<file path="config.mk">
export PLATFORM = sky130hd
export DESIGN_NAME = fetch_unit
export DESIGN_NICKNAME = d
export VERILOG_FILES = /design/src/rtl/fetch_unit.sv
export SDC_FILE = /design/constraint.sdc
export NUM_CORES = 1
export LEC_CHECK = 0
export BUFFER_PORTS_ARGS = -buffer_cell sky130_fd_sc_hd__buf_4
export CAP_MARGIN = 20
export CORE_MARGIN = 2
export CORE_UTILIZATION = 50
export DETAILED_ROUTE_END_ITERATION = 16
export GPL_TIMING_DRIVEN = 0
export PLACE_DENSITY = 0.73
export REMOVE_ABC_BUFFERS = 1
export SLEW_MARGIN = 20
export SYNTH_ARGS = -nofsm -noshare
export SYNTH_HDL_FRONTEND = slang
export SYNTH_SLANG_ARGS = --single-unit
</file>
<file path="constraint.sdc">
create_clock -name clk -period 9.8 [get_ports clk]
set_clock_uncertainty 0.15 [all_clocks]
set_input_delay 0.98 -clock clk [delete_from_list [all_inputs] [get_ports clk]]
set_output_delay 0.98 -clock clk [all_outputs]
set_load 0.005 [all_outputs]
</file>
<file path="src/rtl/fetch_unit.sv">
// fetch_unit: PC register, combinational imem read, and a 2-entry
// {pc, inst} buffer toward decode with redirect-driven flush.
module fetch_unit #(
  parameter int ADDR_WIDTH = 32,
  parameter int IMEM_DEPTH = 256,
  parameter logic [ADDR_WIDTH-1:0] RESET_PC = '0
) (
  input  logic                          clk,
  input  logic                          reset,
  output logic [$clog2(IMEM_DEPTH)-1:0] imem_addr,
  input  logic [31:0]                   imem_rdata,
  input  logic                          redirect_valid,
  input  logic [ADDR_WIDTH-1:0]         redirect_pc,
  output logic                          out_valid,
  input  logic                          out_ready,
  output logic [31:0]                   out_inst,
  output logic [ADDR_WIDTH-1:0]         out_pc,
  output logic                          misalign_err
);

  localparam int IW = $clog2(IMEM_DEPTH);

  logic [ADDR_WIDTH-1:0] pc;
  logic [ADDR_WIDTH-1:0] slot_pc [2];
  logic [31:0]           slot_inst [2];
  logic                  rd_ptr;
  logic                  wr_ptr;
  logic [1:0]            count;
  logic                  pop;
  logic                  push;

  // Memory index uses only low PC bits, so high PCs alias.
  assign imem_addr = pc[IW+1:2];

  assign out_valid = (count != 2'd0);
  assign out_inst  = slot_inst[rd_ptr];
  assign out_pc    = slot_pc[rd_ptr];

  assign pop  = out_valid && out_ready;
  assign push = !redirect_valid && ((count < 2'd2) || pop);

  // PC, pointers, occupancy and sticky misalignment flag.
  always_ff @(posedge clk or posedge reset) begin
    if (reset) begin
      pc           <= RESET_PC;
      rd_ptr       <= 1'b0;
      wr_ptr       <= 1'b0;
      count        <= 2'd0;
      misalign_err <= 1'b0;
    end else if (redirect_valid) begin
      pc     <= {redirect_pc[ADDR_WIDTH-1:2], 2'b00};
      rd_ptr <= 1'b0;
      wr_ptr <= 1'b0;
      count  <= 2'd0;
      if (redirect_pc[1:0] != 2'b00) begin
        misalign_err <= 1'b1;
      end
    end else begin
      if (push) begin
        pc     <= pc + ADDR_WIDTH'(4);
        wr_ptr <= ~wr_ptr;
      end
      if (pop) begin
        rd_ptr <= ~rd_ptr;
      end
      case ({push, pop})
        2'b10:   count <= count + 2'd1;
        2'b01:   count <= count - 2'd1;
        default: count <= count;
      endcase
    end
  end

  // Buffer slot storage; written only on an accepted push.
  always_ff @(posedge clk or posedge reset) begin
    if (reset) begin
      slot_pc[0]   <= '0;
      slot_pc[1]   <= '0;
      slot_inst[0] <= '0;
      slot_inst[1] <= '0;
    end else if (push) begin
      slot_pc[wr_ptr]   <= pc;
      slot_inst[wr_ptr] <= imem_rdata;
    end
  end

endmodule

</file>
Word level (Yosys, flattened, before mapping)
Index checks and enable logic that the tools add are counted. W data, S select, Z words.

Bitwise logic cells: 4. Equality and inequality tests: 2. Reductions and logical operators: 11. Multiplexer cells: 18. $lt $le $gt $ge: 4. Add/sub/neg operators: 3.

Operators by type and width (count): $mux W32 (9); $bwmux W64 (2); $add A32 B3 Y32 const B (1); $demux W32 S1 (1); $reduce_bool A2 Y1 (4); $ge A2 B2 Y1 const B (2); $mux W1 (4); $not A1 Y2 (2); $pmux W2 S2 (1); $logic_and A1 B1 Y1 (3); $reduce_bool A3 Y1 (1); $add A2 B1 Y2 const B (1); $eq A2 B1 Y1 const B (1); $eq A2 B2 Y1 const B (1); $lt A2 B1 Y1 const B (1); $lt A2 B2 Y1 const B (1); $mux W2 (1); $not A1 Y1 (2); $reduce_and A2 Y1 (1); $sub A2 B1 Y2 const B (1); $logic_not A1 Y1 (1); $logic_or A1 B1 Y1 (1).

Output and inout port bits: 74. Input port bits: 68. Register bits after elaboration: 165. Logic and storage cells: 51.

Logic depth before layout (Yosys ltp)
Word-level depth: 7. Gate-level depth with buffers: 6. Depth with buffers taken out: 4.

Least setup slack after synthesis
No wires, ideal clock.

Kind: input to register. From: input port out_ready. To: register slot_inst[32] in the netlist's numbering. Cell stages on the path: 5. Setup slack: 7.330 ns. Path buffers: 2. Data arrival time: 2.195 ns. Setup time: 0.125 ns. Required time: 9.525 ns. Cells stage by stage: nor2b_1 -> clkbuf_1 -> nor3_2 -> clkbuf_1 -> mux2_2.

Word-level cells in the longest chain between the ends: 3.

Ends and longest elaborated chain: from (decl) (line 15) `input logic out_ready,`; $logic_and A1 B1 Y1 (line 39) `assign pop = out_valid && out_ready;`; $logic_or A1 B1 Y1 (line 40) `assign push = !redirect_valid && ((count < 2'd2) || pop);`; $logic_and A1 B1 Y1 (line 40); to (signal, indexed assignment) (line 83) `slot_inst[wr_ptr] <= imem_rdata;`; to (decl) (line 25) `logic [31:0] slot_inst [2];`.

Every way passes these cells. A chain may end at the register's enable or synchronous reset.

Final worst setup path
From: input port redirect_valid. To: register slot_inst[27] in the netlist's numbering.

Word-level cells in the longest chain between the ends: 2.

Ends and longest elaborated chain: from (decl) (line 12) `input logic redirect_valid,`; $logic_not A1 Y1 (line 40); $logic_and A1 B1 Y1 (line 40).

Every way passes these cells.

==> impl_results.md <==
* Status: completed
* ANT cells at 0
* FF-to-FF End: pc[16]
* Vias in the first global route at about 5.3k
* Synth Area in Simple Gates at 0.09975
* Final core occ at 0.6430
* Synth top area share at 0.5296
* Worst Hold Depth at 1
* Share of cells above drive strength 1 at 0.5249
* Leak Pwr at 3.981 nW
* XOR/XNOR share of the synthesized area at 0.01166
* Drt pass-1 iters at 4
* Clk_lat worst skew at 0.43 ns
* Clk buf depth at 2
* Post-synthesis register bit count at 159
* RSZ-0062 raised after global routing: no
* Routed vias at 5,121
* Final Hold Fails at 0
* Crit-path cells: buf_4 > clkinv_1 > and3_4 > buf_12 > mux2_2
* Top Ports at 142
* Post-Place Worst Slack at roughly 6.2 ns
* Chip height at 126.6 um
* Clock sinks at 159
* WL/cell at approximately 18 um
* Cts hold-fix bufs at 0
* Synth-to-Final Area Change at 24.85%
* Post-Synthesis Cell Area at around 0.0075 mm^2
* VDD IR max at approximately 0.00012 V
* Final worst setup slack at 6.674 ns
* Mux contribution to synthesized area at 0.2801
* Netlist cell types at 54
* DRT antenna net count at 0
* Slew Viols, Final at 0
* HP Class: flop to flop
* Layout fillers at 1,139
* Total power at between 2 and 2.5 mW
* Final GP Congestion at 0.8027
* Worst reg2reg setup slack at 7.17 ns
* Post_cts resized at 0
* Final wirelength at roughly 16 mm
* Pin count of the biggest net entering global routing at 106
* Largest stage delay, worst path at 0.74 ns
* CP max-delay cell: clkinv_1
* Worst R2R Path Depth at 4
* HPWL Detailed at 11.03 mm
* Clock transition at path regs at 0.06 ns
* Slew @ Worst Pin at 0.8532 ns
* Synth Area in Compound Gates at 0.04313
* Cell taking the most area after synthesis: dfrtp_1
* Crit Path Class: input pin to flop
* Worst slew margin at 0.4259
* GRT overflow at 0
* Synth Area in Adders at 0.001665
* Max frequency at 0.3199 GHz
* Min-delay src: misalign_err
* Initial DRC Count at 215
* Cts bufs inserted at 17
* Total core area at 0.01459 mm^2
* Top cells by area, synth: dfrtp_1 53%, mux2_2 28%, nand2_1 1.4%
* Cells after Synth at slightly below 600
* GRT Overall Usage at 0.2101
* Bufs and invs on worst path at 3
* Crit. End Element: flop
* Layout Cells excl Fill at 906
* Die W at ~130 um
* CTS root buffer: clkbuf_16
* Sum Neg Setup Slack at 0 ns
* First-pass GRT wire length at 26.70 mm
* Avg Cell Area, Syn at 12.78 um^2
* Worst Hold Endpoint: misalign_err
* Starting Density at 0.5150
* DRC at 0
* Crit Path Max Fanout at 51
* Worst R2R Start: pc[2]
* Antenna violations before repair at 0
* Ys async rst share at 1.000
* Period utilization at 0.3190
* Startpoint types: input pin
* Top cell family by delay on the critical path: buffers and inverters
* CTS tree: done
* Vias/cell at roughly 5.7
* Main combinational cell family by area after synthesis: multiplexers
* Minimum clock period at around 3.1 ns
* Die area at 0.01602 mm^2
* Final setup viols at 0
* Top FF cell, synth: dfrtp_1
* Critical path data required time at 9.96 ns
* CP Data Arrival Time at 3.29 ns
* Register area share after synthesis at 0.5296
* Cells after DPL at 874
* Max Cap Viol at 0
* Row count at 44
* Htree depth at 4
* Power per cell area at 224.6 mW/mm^2
* EDFF count, synth at 0
* Final nets at 778
* Postcts setup bufs at 0
* PortBufs at roughly 140
* Yosys warnings at 0
## cells in the mapped netlist, drive strengths merged, types with 4 or more instances
cell and count:
and3 7, nor2b 4, nor4 5, nor2 22, a31oi 10, nand3 20, nand2 29, nand4 9
o21ai 16, buf 24, clkbuf 21, dfrtp 159, or4 14, a21oi 5, o31ai 9, and4 4
mux2 186, xor2 6, xnor2 4
## cells by family after synthesis
| kind of cell | count (synthesis) |
|---|---|
| flops | 159 |
| buf+inv | 49 |
| compound gates | 51 |
| other cells | 1 |
| fa+ha+maj | 1 |
| xor+xnor | 10 |
| mux | 187 |
| simple gates | 130 |
## layout by cell type, fill, tap and decap left out, types with 3 or more instances in the layout
cell type,instances
and3_1,4
buf_8,3
nor4_1,5
o31ai_1,9
nand2_1,29
clkbuf_8,3
dfrtp_1,158
o211ai_1,3
clkinvlp_4,3
a22oi_1,3
xnor2_1,4
o21ai_0,16
a31oi_1,10
mux2_2,186
buf_16,3
clkbuf_16,17
and4_1,3
bufinv_16,5
nor2b_1,4
nor4b_1,3
nand4_1,8
xor2_1,6
nand3_1,17
nor2_1,22
buf_4,139
or4_1,12
a21oi_1,5
## how the worst max path moves through the flow
| stage | slack (ns) | cells past startpoint | startpoint | end |
|---|---|---|---|---|
| 2_1_floorplan | 4.38 | 1 | reset | count[0] |
| 3_3_place_gp | 2.87 | 2 | reset | slot_pc[2] |
| 3_5_place_dp | 6.17 | 5 | redirect_valid | slot_inst[8] |
| 4_1_cts | 6.63 | 5 | redirect_valid | slot_inst[8] |
| 5_1_grt | 6.48 | 5 | redirect_valid | slot_inst[10] |
| 6_report | 6.67 | 5 | redirect_valid | slot_inst[27] |
## cell type report
class,count,area (um^2),share of cell area
clock inverter,10,182.7,0.01947
clock buffer,22,474.2,0.05055
inverter,4,22.52,0.002401
sequential,159,3983,0.4246
multi-input combinational,381,3297,0.3515
tap,184,230.2,0.02454
timing repair buffer,146,1191,0.1270
## layer usage
metal	vias to the layer above	track usage	share of wire
li1	2375	-	-
met1	2603	0.2732	0.43
met2	126	0.3448	0.51
met3	17	0.05567	0.049
met4	0	0.06852	0.014
met5	-	0	0
## power by group
group          switching [mW]  internal [mW]  total, mW
clock network           0.260          0.471      0.731
logic                   0.170          0.308      0.478
registers              0.0934          0.804      0.898
total                   0.523           1.58       2.11
## sequential cells by signal (all words and copies together) (netlist names)
register,count
rd_ptr,1
misalign_err,1
count,2
pc,30
wr_ptr,1
slot_pc,60
slot_inst,64
## stage by stage
stage	area, um^2	hold WS [ns]
after floorplan	7279	0.3090
after global placement	8553	0.3027
after detailed placement	8723	0.3051
after CTS	9380	0.3218
after global routing	9380	0.3654
final	9380	0.3182
Note: power is estimated with default switching activity, not from simulation.
